$ cat src/rtl/du_ctrl.sv
// Sequencing FSM for the 4x4 shift-add multiplier datapath: LOAD, then one shift/add per cycle, then DONE.
// Define DU_CTRL_EARLY_EXIT_EN to leave CALC as soon as the B register reaches zero.
module du_ctrl #(
  parameter int N  = 4,
  parameter int CW = 3
) (
  input  logic          clk,
  input  logic          rst,
  input  logic          start,
  input  logic          b0,
  input  logic          z,
  output logic          ldA,
  output logic          ctrlA,
  output logic          ldB,
  output logic          ctrlB,
  output logic          Psel,
  output logic          ldP,
  output logic          busy,
  output logic          done,
  output logic [CW-1:0] iter
);

  typedef enum logic [1:0] {
    IDLE = 2'd0,
    LOAD = 2'd1,
    CALC = 2'd2,
    DONE = 2'd3
  } state_t;

  localparam logic [CW-1:0] CNT_MAX = CW'(N);

  state_t        state, state_nxt;
  logic [CW-1:0] cnt, cnt_nxt;
  logic          calc_exit;

`ifdef DU_CTRL_EARLY_EXIT_EN
  assign calc_exit = (cnt == CNT_MAX) || z;
`else
  // z stays on the port so both builds share one footprint.
  logic unused_z;
  assign unused_z  = z;
  assign calc_exit = (cnt == CNT_MAX);
`endif

  always_ff @(posedge clk or negedge rst) begin
    if (!rst) begin
      state <= IDLE;
      cnt   <= '0;
    end else begin
      state <= state_nxt;
      cnt   <= cnt_nxt;
    end
  end

  always_comb begin
    state_nxt = state;
    cnt_nxt   = cnt;
    ldA       = 1'b0;
    ctrlA     = 1'b0;
    ldB       = 1'b0;
    ctrlB     = 1'b0;
    Psel      = 1'b0;
    ldP       = 1'b0;
    busy      = 1'b1;
    done      = 1'b0;
    case (state)
      IDLE: begin
        busy = 1'b0;
        if (start) begin
          state_nxt = LOAD;
          cnt_nxt   = '0;
        end
      end
      LOAD: begin
        ldA       = 1'b1;
        ctrlA     = 1'b1;
        ldB       = 1'b1;
        ctrlB     = 1'b1;
        ldP       = 1'b1;
        state_nxt = CALC;
      end
      CALC: begin
        if (calc_exit) begin
          state_nxt = DONE;
        end else begin
          // P accumulates the pre-shift A whenever the current multiplier LSB is set.
          ldA     = 1'b1;
          ldB     = 1'b1;
          Psel    = 1'b1;
          ldP     = b0;
          cnt_nxt = cnt + CW'(1);
        end
      end
      DONE: begin
        done      = 1'b1;
        state_nxt = IDLE;
      end
      default: begin
        state_nxt = IDLE;
      end
    endcase
  end

  assign iter = cnt;

endmodule
$ cat config.mk
export PLATFORM = sky130hd
export DESIGN_NAME = du_ctrl
export DESIGN_NICKNAME = d
export VERILOG_FILES = /design/src/rtl/du_ctrl.sv
export SDC_FILE = /design/constraint.sdc
export NUM_CORES = 1
export LEC_CHECK = 0
export ABC_AREA = 1
export BUFFER_PORTS_ARGS = -buffer_cell sky130_fd_sc_hd__buf_2
export CAP_MARGIN = 25
export CORE_AREA = 2 2 39 41
export CTS_CLUSTER_DIAMETER = 60
export DETAILED_ROUTE_END_ITERATION = 10
export DIE_AREA = 0 0 41 43
export MAX_ROUTING_LAYER = met4
export PLACE_DENSITY_LB_ADDON = 0.08
export SYNTH_ARGS = -nofsm -noshare
export SYNTH_HDL_FRONTEND = slang
export SYNTH_SLANG_ARGS = --single-unit
$ cat constraint.sdc
create_clock -name clk -period 3.1 [get_ports clk]
set_clock_uncertainty 0.15 [all_clocks]
set_input_delay 0.31 -clock clk [delete_from_list [all_inputs] [get_ports clk]]
set_output_delay 0.31 -clock clk [all_outputs]
set_load 0.02 [all_outputs]
==> Word-level counts from Yosys, hierarchy flattened <==
Index checks and enable logic that the tools add are counted.
W data, S select, Z words.
{ "word_totals": {"output_inout_bits": 11, "elab_cells": 28, "register_bits": 5} }
{ "classes": {"n_mux": 14, "n_eq_ne": 7, "reduce_logical": 4, "addsub": 1} }
{ "ops": {"columns": ["cell", "n"], "rows": [
  ["$pmux W2 S4", 1],
  ["$mux W1", 6],
  ["$mux W3", 2],
  ["$ne A2 B2 Y1 const B", 3],
  ["$pmux W3 S2", 1],
  ["$eq A2 B2 Y1 const B", 2],
  ["$mux W2", 2],
  ["$pmux W1 S2", 2],
  ["$add A3 B1 Y3 const B", 1],
  ["$eq A3 B3 Y1 const B", 1],
  ["$reduce_and A3 Y1", 1],
  ["$eq A2 B1 Y1 const B", 1],
  ["$logic_not A2 Y1", 1],
  ["$reduce_and A2 Y1", 1],
  ["$reduce_bool A2 Y1", 1]
]} }

==> Longest topological paths before layout <==
{ "logic_depth": {"ltp_word": 3, "ltp_mapped": 7, "depth_no_buf": 7} }

==> Worst setup path after synthesis <==
No wires, ideal clock.
{ "synth_path": {"path_kind": "register -> output", "from": "reg cnt[0], in the netlist iter[0]", "to": "out ldB", "slack_ns": 1.089, "required_time_ns": 2.640, "path_stages_with_launch": 7, "arrival_ns": 1.551, "cell_sequence": "dfrtp_1 > inv_1 > ha_1 > nand2_1 > nand2_2 > a21oi_1 > buf_4"} }
{ "synth_via": {"elab_chain_cells": 3} }
{ "synth_rtl": {"columns": ["item", "line_no", "text"], "rows": [
  ["start, declared", "33", "logic [CW-1:0] cnt, cnt_nxt;"],
  ["start signal, assigned", "51", "cnt <= cnt_nxt;"],
  ["$eq A3 B3 Y1", "42", "assign calc_exit = (cnt == CNT_MAX);"],
  ["$mux W1", null, null],
  ["$pmux W1 S2", null, null],
  ["end, declared", "14", "output logic ldB,"]
]} }
Every way passes these cells.

==> Worst setup path after layout <==
{ "layout_path": {"from": "reg state[0]", "to": "out ldB"} }
{ "layout_via": {"elab_chain_cells": 2} }
{ "layout_rtl": {"columns": ["item", "line_no", "text"], "rows": [
  ["start, declared", "32", "state_t state, state_nxt;"],
  ["start signal, assigned", "50", "state <= state_nxt;"],
  ["$eq A2 B2 Y1 or $eq A2 B1 Y1 (tied branches)", "66", "case (state)"],
  ["$pmux W1 S2 (*)", "66", null]
]} }
Every way passes the cells marked *; elsewhere a longest branch is shown, timed or not.

==> flow_summary.json <==
{
  "run_status": "finished clean",
  "floorplan_core_area_um2": 1380,
  "design.die.area_um2": 1760,
  "placement.io_buffers": 14,
  "fin_ws_ns": 1.05,
  "power_frac_seq": 0.199,
  "clock-root-buffer": "clkbuf_4",
  "power.share.combinational": 0.669,
  "global_route_layer_with_the_greatest_usage": "met2",
  "worstMarginPinSlew_ns": 0.280,
  "global_route.overflow_total": 0,
  "place_hpwl_um": 668,
  "antenna_violations_before_repair": 0,
  "syn_nets": 68,
  "worst_ep_required_time_ns": 2.64,
  "max-slew-margin-rel": 0.813,
  "cp_num_buf_inv": 2,
  "ys_seq_elements": 5,
  "die_height_um": 43,
  "routed_via_density": 4.16,
  "synth-edff-count": 0,
  "fmaxAchievable_ghz": 0.488,
  "synthArstFlopShare": 1.00,
  "switchingPower_w": 0.000314,
  "ctsLongestPathBuffers": 2,
  "synth.cells.most_frequent": "15 x nand2_1, 9 x inv_1, 7 x ha_1",
  "syn_area_um2": 413,
  "drt_drc": 0,
  "worst_hold_path_type": "input port to async pin",
  "flow.area_growth_from_synthesis_pct": 27.3,
  "post_route_fraction_of_the_period_consumed_by_the_critical_path": 0.661,
  "finalWeightedCongestion": 0.660,
  "period_minus_slack_ns": 2.05,
  "htree_num_levels": 1,
  "vdd_ir_drop_max_mv": 0.509,
  "timing.critical_path.cells": "inv_1 > ha_1 > nand2_2 > a21oi_1 > buf_2",
  "yosysWarnings": 0,
  "numClockSinks": 5,
  "post_synth_num_cell_types": 13,
  "drt_iter0_markers": 4,
  "fillers": 159,
  "drv_cap": 0,
  "cp_max_fo": 7,
  "setup_viol": 0,
  "routed-via-count": 370,
  "row_count": 14,
  "p_int_w": 0.000267,
  "clock_latency_reported_for_the_late_side_of_the_worst_skew_pair_ns": 0.24,
  "insertedDiodeCount": 0,
  "totalNegativeSetupSlack_ns": 0,
  "clk_pin_slew_worst_paths_ns": 0.05,
  "globalRouteMet1Util": 0.127,
  "worst-setup-path-type": "flip-flop to primary output",
  "unrepaired_setup_endpoints_after_global_routing": "false",
  "worst-r2r-setup-slack_ns": 1.62,
  "synthDominantAreaCellType": "dfrtp_1",
  "worst_path_max_delay_cell": "dfrtp_1",
  "final_layout_size_suffix_gt1_frac": 0.315,
  "timing.final.max_slew_violations": 0,
  "die_w_um": 41,
  "synthDominantCellAreaShare": 0.303,
  "top_level_ports": 16,
  "top_post_synthesis_cells_by_area": "dfrtp_1 30%, ha_1 21%, nand2_1 14%",
  "worst_slack_at_placement_ns": 1.30,
  "cp_data_arrival_time_ns": 1.59,
  "initial_core_util": 0.298,
  "post_synth.cell_area_avg_um2": 7.37,
  "drt-wirelength-per-cell_um": 8.93,
  "grt_first_pass_wirelength_mm": 1.29,
  "timing_hold_violations_final": 0,
  "totalWireLength_um": 795,
  "first_global_vias": 344,
  "synthCells": 56,
  "cp-start-kind": "flip-flop",
  "maximum_number_of_pins_on_one_net_before_global_route_repair": 8,
  "drtPass1Iterations": 4,
  "cts_buffers": 3,
  "tritoncts": "built",
  "synth_ff_type": "dfrtp_1",
  "swShare": 0.540,
  "max_stage_delay_ns": 0.41,
  "num-nets-final": 86,
  "most_instantiated_library_cell_after_synthesis": "nand2_1",
  "power_per_cell_area_nw_per_um2": 1100,
  "global_route.usage.met3": 0.0471,
  "standby_leakage_power_nw": 0.318,
  "clk_network_pwr_share": 0.132,
  "track_usage": 0.108,
  "detail-route-antenna-nets": 0,
  "grt_use_met2": 0.169,
  "timing.critical_path.max_delay_family": "flip-flops",
  "yosysSeqAreaShare": 0.303,
  "timing.critical_path.to_type": "primary output"
}
[layout by cell type, fill, tap and decap left out]
master	count
nand2_1	15
buf_2	14
inv_1	9
ha_1	7
dfrtp_1	5
nand3_1	4
nor2_1	4
nand2_2	3
clkbuf_4	3
a21oi_1	2
o21ai_1	2
inv_2	1
nand3b_1	1
nand3_2	1
clkinv_2	1
dlygate4sd3_1	1
[flip-flops by register name, summed over array words and instances, names as in the netlist]
signal  cells
iter        3
state       2
[path summary, 6_finish.rpt]
path	start	end	cells past startpoint
setup / recovery	state[0]$_DFFE_PN0P_	ldB	5
hold / removal	rst	iter[2]$_DFFE_PN0P_	2
setup reg to reg	state[0]$_DFFE_PN0P_	iter[1]$_DFFE_PN0P_	7
hold reg to reg	iter[1]$_DFFE_PN0P_	iter[1]$_DFFE_PN0P_	2
max in group asynchronous	rst	iter[1]$_DFFE_PN0P_	2
min in group clk	start	iter[0]$_DFFE_PN0P_	5
[cell type report]
type / count / area [um2] / area share
clock buffer: 3 / 22.5 / 0.0429
clock inverter: 1 / 5.00 / 0.00952
sequential: 5 / 125 / 0.238
inverter: 10 / 37.5 / 0.0714
multi-input combinational: 39 / 235 / 0.448
tap: 16 / 20.0 / 0.0381
timing repair buffer: 15 / 80.1 / 0.152
[per-stage QoR]
stage / utilization / total power, W / hold WS (ns) / instances / area, um2
after floorplan: - / 0.000429 / -0.136 / 56 / 413
after global placement: 0.353 / 0.000512 / -0.0200 / 84 / 488
after detailed placement: 0.353 / 0.000512 / -0.0187 / 84 / 488
after CTS: 0.380 / 0.000594 / 0.245 / 89 / 526
after global routing: 0.380 / 0.000651 / 0.268 / 89 / 526
final: 0.380 / 0.000580 / 0.257 / 89 / 526
[metal layers]
layer	up-vias	routed length, um
met5	-	0
met4	0	0
met3	0	26
met2	6	405
met1	160	363
li1	204	-
[what timing repair did]
action,in CTS,in global routing
hold endpoints to repair,5,0
gates resized for setup,0,0
hold buffers,1,0
setup buffers,0,0
[worst reg2reg max path: stages (launching register included)]
cell     delay, ns
dfrtp_1       0.41
inv_1         0.11
ha_1          0.32
inv_2         0.07
nand2_1       0.08
nand3_2       0.09
nand2_1       0.07
nand2_1       0.05
[power by group through the flow]
stage               sequential [W]  combinational [W]  clock (W)
floorplan                 0.000120           0.000309          0
global route              0.000120           0.000443  0.0000877
CTS                       0.000117           0.000397  0.0000805
finish                    0.000115           0.000388  0.0000766
detailed placement        0.000116           0.000395          0
global placement          0.000118           0.000394          0
[cell families (layout without fill, tap and decap cells)]
family,count (synthesis),count (layout),share of synthesized area
buf+inv,12,29,0.127
simple gates,28,28,0.309
flops,5,5,0.303
compound gates,4,4,0.0485
fa+ha+maj,7,7,0.212
Note: power is estimated with default switching activity, not from simulation.
